<file path="config.mk">
export PLATFORM = sky130hd
export DESIGN_NAME = bus_dma
export DESIGN_NICKNAME = d
export VERILOG_FILES = /design/src/rtl/bus_dma_pkg.sv /design/src/rtl/bus_dma_regs.sv /design/src/rtl/bus_dma.sv
export SDC_FILE = /design/constraint.sdc
export NUM_CORES = 1
export LEC_CHECK = 0
export CAP_MARGIN = 20
export CORE_MARGIN = 2
export CORE_UTILIZATION = 51
export DETAILED_ROUTE_END_ITERATION = 8
export PLACE_DENSITY_LB_ADDON = 0.3
export SKIP_CTS_REPAIR_TIMING = 1
export SLEW_MARGIN = 20
export SYNTH_ARGS = -nofsm -noshare
export SYNTH_HDL_FRONTEND = slang
export SYNTH_SLANG_ARGS = --single-unit
</file>
<file path="constraint.sdc">
create_clock -name clk -period 3.9 [get_ports clk]
set_clock_uncertainty 0.15 [all_clocks]
set_input_delay 0.78 -clock clk [delete_from_list [all_inputs] [get_ports clk]]
set_output_delay 0.78 -clock clk [all_outputs]
set_load 0.01 [all_outputs]
</file>
<file path="src/rtl/bus_dma_pkg.sv">
// Shared definitions for the single-channel word-copy DMA engine:
// register map, CTRL/STATUS bit positions and FSM state encoding.
package bus_dma_pkg;

  // Register select, taken from cfg_req_addr[5:3]
  localparam logic [2:0] REG_SRC    = 3'd0;
  localparam logic [2:0] REG_DST    = 3'd1;
  localparam logic [2:0] REG_LEN    = 3'd2;
  localparam logic [2:0] REG_CTRL   = 3'd3;
  localparam logic [2:0] REG_STATUS = 3'd4;
  localparam logic [2:0] REG_REMAIN = 3'd5;

  localparam int CTRL_START = 0;
  localparam int CTRL_IE    = 1;
  localparam int CTRL_ABORT = 2;

  localparam int STAT_BUSY    = 0;
  localparam int STAT_DONE    = 1;
  localparam int STAT_ERR     = 2;
  localparam int STAT_ABORTED = 3;

  localparam logic [2:0] DMA_SIZE_WORD = 3'd2;

  typedef enum logic [1:0] {
    ST_IDLE  = 2'd0,
    ST_READ  = 2'd1,
    ST_WRITE = 2'd2
  } state_t;

endpackage

</file>
<file path="src/rtl/bus_dma_regs.sv">
// Configuration register file: address decode, W1C status with set priority,
// START/ABORT pulse generation and the combinational read mux.
module bus_dma_regs
  import bus_dma_pkg::*;
#(
  parameter int XLEN = 32
) (
  input  logic            clk,
  input  logic            reset,
  input  logic            cfg_req_valid,
  input  logic [15:0]     cfg_req_addr,
  input  logic [63:0]     cfg_req_wdata,
  input  logic            cfg_req_we,
  output logic            cfg_req_ready,
  output logic [63:0]     cfg_req_rdata,
  input  logic            busy,
  input  logic            set_done,
  input  logic            set_err,
  input  logic            set_aborted,
  input  logic [XLEN-1:0] remain,
  output logic [XLEN-1:0] src,
  output logic [XLEN-1:0] dst,
  output logic [XLEN-1:0] len,
  output logic            ie,
  output logic            done,
  output logic            err,
  output logic            aborted,
  output logic            start_pulse,
  output logic            abort_pulse
);

  logic       hit;
  logic       wr;
  logic [2:0] sel;
  logic       wr_stat;
  logic       unused_bits;

  assign hit           = (cfg_req_addr[15:6] == '0);
  assign sel           = cfg_req_addr[5:3];
  assign wr            = cfg_req_valid && cfg_req_we && hit;
  assign wr_stat       = wr && (sel == REG_STATUS);
  assign start_pulse   = wr && (sel == REG_CTRL) && cfg_req_wdata[CTRL_START];
  assign abort_pulse   = wr && (sel == REG_CTRL) && cfg_req_wdata[CTRL_ABORT];
  assign cfg_req_ready = cfg_req_valid;
  assign unused_bits   = ^{cfg_req_wdata, cfg_req_addr[2:0]};

  always_ff @(posedge clk) begin
    if (reset) begin
      src     <= '0;
      dst     <= '0;
      len     <= '0;
      ie      <= 1'b0;
      done    <= 1'b0;
      err     <= 1'b0;
      aborted <= 1'b0;
    end else begin
      if (wr && !busy && sel == REG_SRC) src <= cfg_req_wdata[XLEN-1:0];
      if (wr && !busy && sel == REG_DST) dst <= cfg_req_wdata[XLEN-1:0];
      if (wr && !busy && sel == REG_LEN) len <= cfg_req_wdata[XLEN-1:0];
      if (wr && sel == REG_CTRL) ie <= cfg_req_wdata[CTRL_IE];
      // A hardware set in the same cycle as a software clear keeps the bit set
      done    <= set_done    | (done    & ~(wr_stat & cfg_req_wdata[STAT_DONE]));
      err     <= set_err     | (err     & ~(wr_stat & cfg_req_wdata[STAT_ERR]));
      aborted <= set_aborted | (aborted & ~(wr_stat & cfg_req_wdata[STAT_ABORTED]));
    end
  end

  always_comb begin
    cfg_req_rdata = '0;
    if (hit) begin
      case (sel)
        REG_SRC:    cfg_req_rdata[XLEN-1:0] = src;
        REG_DST:    cfg_req_rdata[XLEN-1:0] = dst;
        REG_LEN:    cfg_req_rdata[XLEN-1:0] = len;
        REG_CTRL:   cfg_req_rdata[CTRL_IE]  = ie;
        REG_STATUS: cfg_req_rdata[3:0]      = {aborted, err, done, busy};
        REG_REMAIN: cfg_req_rdata[XLEN-1:0] = remain;
        default:    cfg_req_rdata = '0;
      endcase
    end
  end

endmodule

</file>
<file path="src/rtl/bus_dma.sv">
// Single-channel word-copy DMA: alternates one word read and one word write
// on the bus master port until the programmed length is exhausted.
//   state    | meaning
//   ST_IDLE  | no bus request; waits for START
//   ST_READ  | reading word at src pointer; abort drops the request
//   ST_WRITE | writing buffered word to dst pointer; held until accepted
module bus_dma
  import bus_dma_pkg::*;
#(
  parameter int XLEN = 32
) (
  input  logic            clk,
  input  logic            reset,
  input  logic            cfg_req_valid,
  input  logic [15:0]     cfg_req_addr,
  input  logic [63:0]     cfg_req_wdata,
  input  logic            cfg_req_we,
  output logic            cfg_req_ready,
  output logic [63:0]     cfg_req_rdata,
  output logic            dma_req_valid,
  output logic [XLEN-1:0] dma_req_addr,
  output logic [63:0]     dma_req_wdata,
  output logic            dma_req_we,
  output logic [2:0]      dma_req_size,
  input  logic            dma_req_ready,
  input  logic [63:0]     dma_req_rdata,
  output logic            irq
);

  localparam logic [XLEN-1:0] WORD_BYTES = XLEN'(4);

  state_t          state;
  logic [XLEN-1:0] src, dst, len;
  logic [XLEN-1:0] src_ptr, dst_ptr, remain;
  logic [31:0]     buf_q;
  logic            abort_pend;
  logic            ie, done, err, aborted;
  logic            start_pulse, abort_pulse;
  logic            busy, abort_any, start_err, len_zero, last_word, wr_accept;
  logic            set_done, set_err, set_aborted;
  logic            unused_bits;

  bus_dma_regs #(.XLEN(XLEN)) u_regs (
    .clk          (clk),
    .reset        (reset),
    .cfg_req_valid(cfg_req_valid),
    .cfg_req_addr (cfg_req_addr),
    .cfg_req_wdata(cfg_req_wdata),
    .cfg_req_we   (cfg_req_we),
    .cfg_req_ready(cfg_req_ready),
    .cfg_req_rdata(cfg_req_rdata),
    .busy         (busy),
    .set_done     (set_done),
    .set_err      (set_err),
    .set_aborted  (set_aborted),
    .remain       (remain),
    .src          (src),
    .dst          (dst),
    .len          (len),
    .ie           (ie),
    .done         (done),
    .err          (err),
    .aborted      (aborted),
    .start_pulse  (start_pulse),
    .abort_pulse  (abort_pulse)
  );

  assign busy      = (state != ST_IDLE);
  assign abort_any = abort_pulse || abort_pend;
  assign start_err = (src[1:0] != 2'b00) || (dst[1:0] != 2'b00);
  assign len_zero  = (len[XLEN-1:2] == '0);
  assign last_word = (remain == WORD_BYTES);
  assign wr_accept = (state == ST_WRITE) && dma_req_ready;

  assign set_err     = (state == ST_IDLE) && start_pulse && start_err;
  assign set_done    = ((state == ST_IDLE) && start_pulse && !start_err && len_zero) ||
                       (wr_accept && !abort_any && last_word);
  assign set_aborted = ((state == ST_READ) && abort_any) || (wr_accept && abort_any);

  assign dma_req_wdata = {32'h0, buf_q};
  assign dma_req_size  = DMA_SIZE_WORD;
  assign irq           = done && ie;
  assign unused_bits   = ^{dma_req_rdata[63:32], len[1:0], err, aborted};

  always_ff @(posedge clk) begin
    if (reset) begin
      state         <= ST_IDLE;
      src_ptr       <= '0;
      dst_ptr       <= '0;
      remain        <= '0;
      buf_q         <= '0;
      abort_pend    <= 1'b0;
      dma_req_valid <= 1'b0;
      dma_req_we    <= 1'b0;
      dma_req_addr  <= '0;
    end else begin
      case (state)
        ST_IDLE: begin
          abort_pend <= 1'b0;
          if (start_pulse && !start_err && !len_zero) begin
            src_ptr       <= src;
            dst_ptr       <= dst;
            remain        <= {len[XLEN-1:2], 2'b00};
            dma_req_valid <= 1'b1;
            dma_req_we    <= 1'b0;
            dma_req_addr  <= src;
            state         <= ST_READ;
          end
        end
        ST_READ: begin
          if (abort_any) begin
            abort_pend    <= 1'b0;
            dma_req_valid <= 1'b0;
            dma_req_addr  <= '0;
            state         <= ST_IDLE;
          end else if (dma_req_ready) begin
            buf_q        <= dma_req_rdata[31:0];
            src_ptr      <= src_ptr + WORD_BYTES;
            dma_req_we   <= 1'b1;
            dma_req_addr <= dst_ptr;
            state        <= ST_WRITE;
          end
        end
        ST_WRITE: begin
          if (abort_pulse) abort_pend <= 1'b1;
          if (dma_req_ready) begin
            dst_ptr <= dst_ptr + WORD_BYTES;
            remain  <= remain - WORD_BYTES;
            if (abort_any || last_word) begin
              abort_pend    <= 1'b0;
              dma_req_valid <= 1'b0;
              dma_req_we    <= 1'b0;
              dma_req_addr  <= '0;
              state         <= ST_IDLE;
            end else begin
              dma_req_we   <= 1'b0;
              dma_req_addr <= src_ptr;
              state        <= ST_READ;
            end
          end
        end
        default: begin
          dma_req_valid <= 1'b0;
          dma_req_we    <= 1'b0;
          state         <= ST_IDLE;
        end
      endcase
    end
  end

endmodule

</file>
* Word level (Yosys, flattened, before mapping) *
Cells that the tools add are included.

cells by class
  equal/unequal tests = 15
  divide/modulo/power cells = 0
  magnitude comparators = 0
  reduce and logical (&&, ||, !) cells = 49
  add/subtract/negate cells = 3
  shift-type cells = 0
  muxes and demuxes = 40
  bitwise gates (word level) = 13
  $mul = 0

operators with widths
  operator                                             count
  two-way mux 32 bit                                   12
  one-hot mux 32 bit (2 select lines)                  3
  one-hot mux 28 bit (4 select lines)                  1
  one-hot mux 32 bit (3 select lines)                  1
  adder 32 x 3 -> 32 bit (second input constant)       2
  == test 32 x 3 -> 1 bit (second input constant)      1
  subtractor 32 x 3 -> 32 bit (second input constant)  1
  zero test 30 bit                                     1
  logical AND 1 bit                                    22
  AND reduction 4 bit                                  4
  two-way mux 1 bit                                    12
  zero test 10 bit                                     1
  one-hot mux 2 bit (5 select lines)                   1
  nonzero test 2 bit                                   5
  one-hot mux 1 bit (3 select lines)                   3
  AND reduction 3 bit                                  3
  two-way mux 2 bit                                    4
  inequality test 2 bit (second input constant)        4
  AND 1 bit                                            6
  == test 3 x 2 -> 1 bit (second input constant)       2
  == test 3 bit (second input constant)                2
  one-hot mux 1 bit (6 select lines)                   1
  one-hot mux 2 bit (3 select lines)                   1
  logical OR 1 bit                                     5
  13 further kinds                                     22

word-level totals
  bits in latches = 0
  output and inout port bits = 167
  bits in registers = 265
  bits in writable memories = 0
  bits of input ports = 149
  ROM bits = 0
  word-level logic and storage cells = 136
  memories kept = 0

* Logic depth before layout (Yosys ltp) *
  word-level depth = 10
  mapped depth = 10
  depth with buffers taken out = 8

* By module *
A second synthesis with hierarchy kept.

second synthesis, totals
  cells, all modules = 1,783
  area, all modules = 15,134.5 µm²

modules (own cells, without submodules)
  module        area each (µm²)  instances  cells an instance  sequential area each (µm²)
  bus_dma       9,424.0          1          1,205              3,263.1
  bus_dma_regs  5,710.5          1          578                2,001.9

* Least setup slack after synthesis *
No wires, ideal clock.

  kind = input to output
  from = input cfg_req_addr[7]
  to = output cfg_req_rdata[11]
  arrival time = 2.898 ns
  slack = 0.072 ns
  stages = 7
  path buffers = 3
  data required time = 2.970 ns
  cells stage by stage = or4_1 > or4_1 > clkbuf_1 > a211o_1 > clkbuf_1 > clkbuf_1 > a21oi_1

on the way
  word-level cells in the longest chain between the ends = 2

RTL lines
  what                line                RTL
  start, declared     bus_dma.sv:15       input logic [15:0] cfg_req_addr,
  zero test 10 bit    bus_dma_regs.sv:38  assign hit = (cfg_req_addr[15:6] == '0);
  two-way mux 32 bit  bus_dma_regs.sv:70  if (hit) begin
  end, declared       bus_dma.sv:19       output logic [63:0] cfg_req_rdata,

Every way passes these cells.

* Final worst setup path *
  from = input cfg_req_addr[7]
  to = output cfg_req_rdata[16]

The elaborated chain is that of the path after synthesis.

==> metrics.md <==
| Metric | Value |
|---|---|
| Initial Util | 0.514 |
| Post-Place Worst Slack | -0.558 ns |
| Number of global-route vias before repair | 13200 |
| Hold WC Path Type | register to register |
| Crit-path cells | clkdlybuf4s50_1, or4_4, or4_4, a211o_4, clkbuf_16, a21oi_1, dlymetal6s2s_1 |
| Post-synth top area share | 0.383 |
| Final Setup Violations | 0 |
| Max-slew violations | 0 |
| Synth Instances | 1788 |
| Most common flop cell mapped by yosys | dfxtp_1 |
| Initial DRT Pass Iterations | 5 |
| Die ar. | 0.0283 mm² |
| Core footprint | 0.0267 mm² |
| CTS root buf | clkbuf_16 |
| H-tree depth | 1 |
| Max VDD drop | 0.308 mV |
| Final ANT Viol Nets | 0 |
| Port Buffers | 181 |
| Asr flop ratio synth | 0 |
| Placed cell count | 2223 |
| Seq/Total Area, Yosys | 0.383 |
| Post-synth EDFFs | 0 |
| Vias | 14500 |
| Overflow after GRT | 0 |
| Die width | 168 µm |
| CP Buf/Inv Count | 3 |
| Crit path time final | 3.88 ns |
| Multi-input gate area | 0.00765 mm² |
| Final #Nets | 2074 |
| Final core utilization | 0.634 |
| Required time worst endpoint | 2.97 ns |
| Power Dens Cells | 438 mW/mm² |
| WL final | 47100 µm |
| Row count | 60 |
| GP Congestion | 0.956 |
| Clk sinks | 263 |
| Cell mode on critical path | or4_4 |
| DP Wirelength | 32000 µm |
| Synth Warn # | 0 |
| CTS clk-pin slew, worst paths | 0.05 ns |
| Layout cell share with drive strength beyond 1 | 0.108 |
| Placed Area | 0.0159 mm² |
| Register area | 0.00527 mm² |
| Max stage delay on crit path | 0.47 ns |
| Crit-path leading delay family | simple AND/OR/NAND/NOR gates |
| Drt initial violations | 1983 |
| Ranking of synthesized cells by area | dfxtp_1 (38%), nand2_1 (9.6%), a21oi_1 (9.3%), a22oi_1 (3.8%), buf_4 (3.7%) |
| Synthesized area per cell | 7.69 µm² |
| Max_cap viols | 0 |
| # fillers | 2312 |
| Worst setup margin | 0.0187 ns |
| I/O pin cnt | 316 |
| Via density | 6.36 |
| F_max | 0.258 GHz |
| DRC | 0 |
| Fin. Hold Viols | 0 |
| Height of the die | 168 µm |
| ANT cells | 0 |
| WHS | 0.302 ns |
| Startpoint types | input port |
| Clock Tree Buf Depth | 3 |
| Total CTS buffers | 29 |
| Status | completed |
| Yosys cell types | 71 |
| Worst Max-Slew Pin Slew | 1.22 ns |
| Largest net degree at the start of global routing | 209 |
| Final Cell Area | 0.0169 mm² |
| Routed WL per cell | 20.6 µm |
| CP endpoint kind | primary output |
| P_leak | 5.99 nW |
| Worst path slowest cell | or4_4 |
| Area growth syn-to-layout | 23.2% |
| Crit path DAT | 2.95 ns |
| Max FO, Critical Path | 7 |
| Slew margin rel. | 0.184 |
| Initial antenna violation count | 0 |
| Post-Syn Area | 0.0137 mm² |
| GR Util All Layers | 0.311 |
| CTS tree | done |
| Non-filler cells, final | 2280 |
| Worst-skew pair later-pin latency | 0.55 ns |
| First-pass GRT wire length | 71900 µm |
| Critical path class | input port to primary output |
| Final period util | 0.995 |
| Synth Register Bits | 263 |
| Area leader, netlist | dfxtp_1 |
-- flip-flops by register name, summed over array words and instances (netlist names), 2 cells and up --
register / cells
remain: 30
buf_q: 32
u_regs.len: 32
state: 2
src_ptr: 32
dst_ptr: 32
u_regs.src: 32
u_regs.dst: 32
dma_req_addr: 32
-- stage by stage --
stage | total power, mW | setup TNS (ns)
floorplan | 4.06 | 0
global route | 7.67 | -0.248
detailed placement | 4.67 | -15.43
global placement | 4.63 | -13.47
finish | 7.41 | 0
CTS | 7.38 | -15.92
-- final cells by class --
cell class | instances | share of cell area
Multi-Input combinational cell | 1345 | 0.452
Sequential cell | 263 | 0.311
Timing Repair Buffer | 247 | 0.149
Clock buffer | 43 | 0.0513
Tap cell | 341 | 0.0252
Inverter | 30 | 0.00665
Clock inverter | 11 | 0.00547
-- kinds of logic after synthesis --
logic type               synth area share
flip-flops                          0.383
adder cells (fa/ha/maj)           0.00819
AND/OR/NAND/NOR                     0.227
buffers and inverters              0.0881
AO/OA/AOI/OAI                       0.283
multiplexers                       0.0101
other                            0.000546
-- cell usage after synthesis, drive strengths merged, types with 8 or more instances --
cell type and number:
a211oi 29, a21oi 255, a221o 31, a22oi 70, a31oi 17, a32o 33
a32oi 10, and2 16, and3 19, and4 9, buf 84, clkbuf 131
dfxtp 263, ha 9, inv 28, nand2 351, nand3 33, nand4 21
nor2 68, nor2b 17, nor3 33, nor4 19, o21ai 74, o22ai 10
o31ai 8, o32ai 9, or2 31, or4 12
-- where the power goes --
part / switching [mW] / internal [mW]
Sequential: 0.125 / 2.80
Clock: 1.15 / 1.60
Combinational: 1.07 / 0.662
-- routing by layer --
layer  global-route usage  vias to the layer above  wire, µm
met5                    0                        -         0
met4                0.112                        0      1960
met3               0.0503                      146      5230
met2                0.506                      903     21400
met1                0.419                     6828     18500
li1                     -                     6629         -
-- worst min-delay path, delay by kind of cell, from the launching register on --
kind,cells,cell delay (ns)
AOI/OAI and AO/OA,1,0.05
DFF,1,0.30
and+or+nand+nor,1,0.05
-- worst paths after layout --
path	start	end	slack, ns	depth (start not counted)
max	cfg_req_addr[7]	cfg_req_rdata[16]	0.02	7
min	buf_q[15]	buf_q[15]	0.30	2
max reg2reg	remain[17]	dma_req_addr[30]	0.39	7
min reg2reg	buf_q[15]	buf_q[15]	0.30	2
-- cell usage in the layout, fill, tap and decap left out, types with 33 or more instances in the layout --
master           Yosys  routed
nand3_1             33      33
nor2_1              68      68
a21oi_1            255     245
o21ai_0             72      72
clkdlybuf4s50_1      0     144
buf_4               68      45
conb_1               2      67
nand2_1            351     351
a22oi_1             70      70
dfxtp_1            263     263
a32o_1              33      33
(Power assumes the default switching activity.)
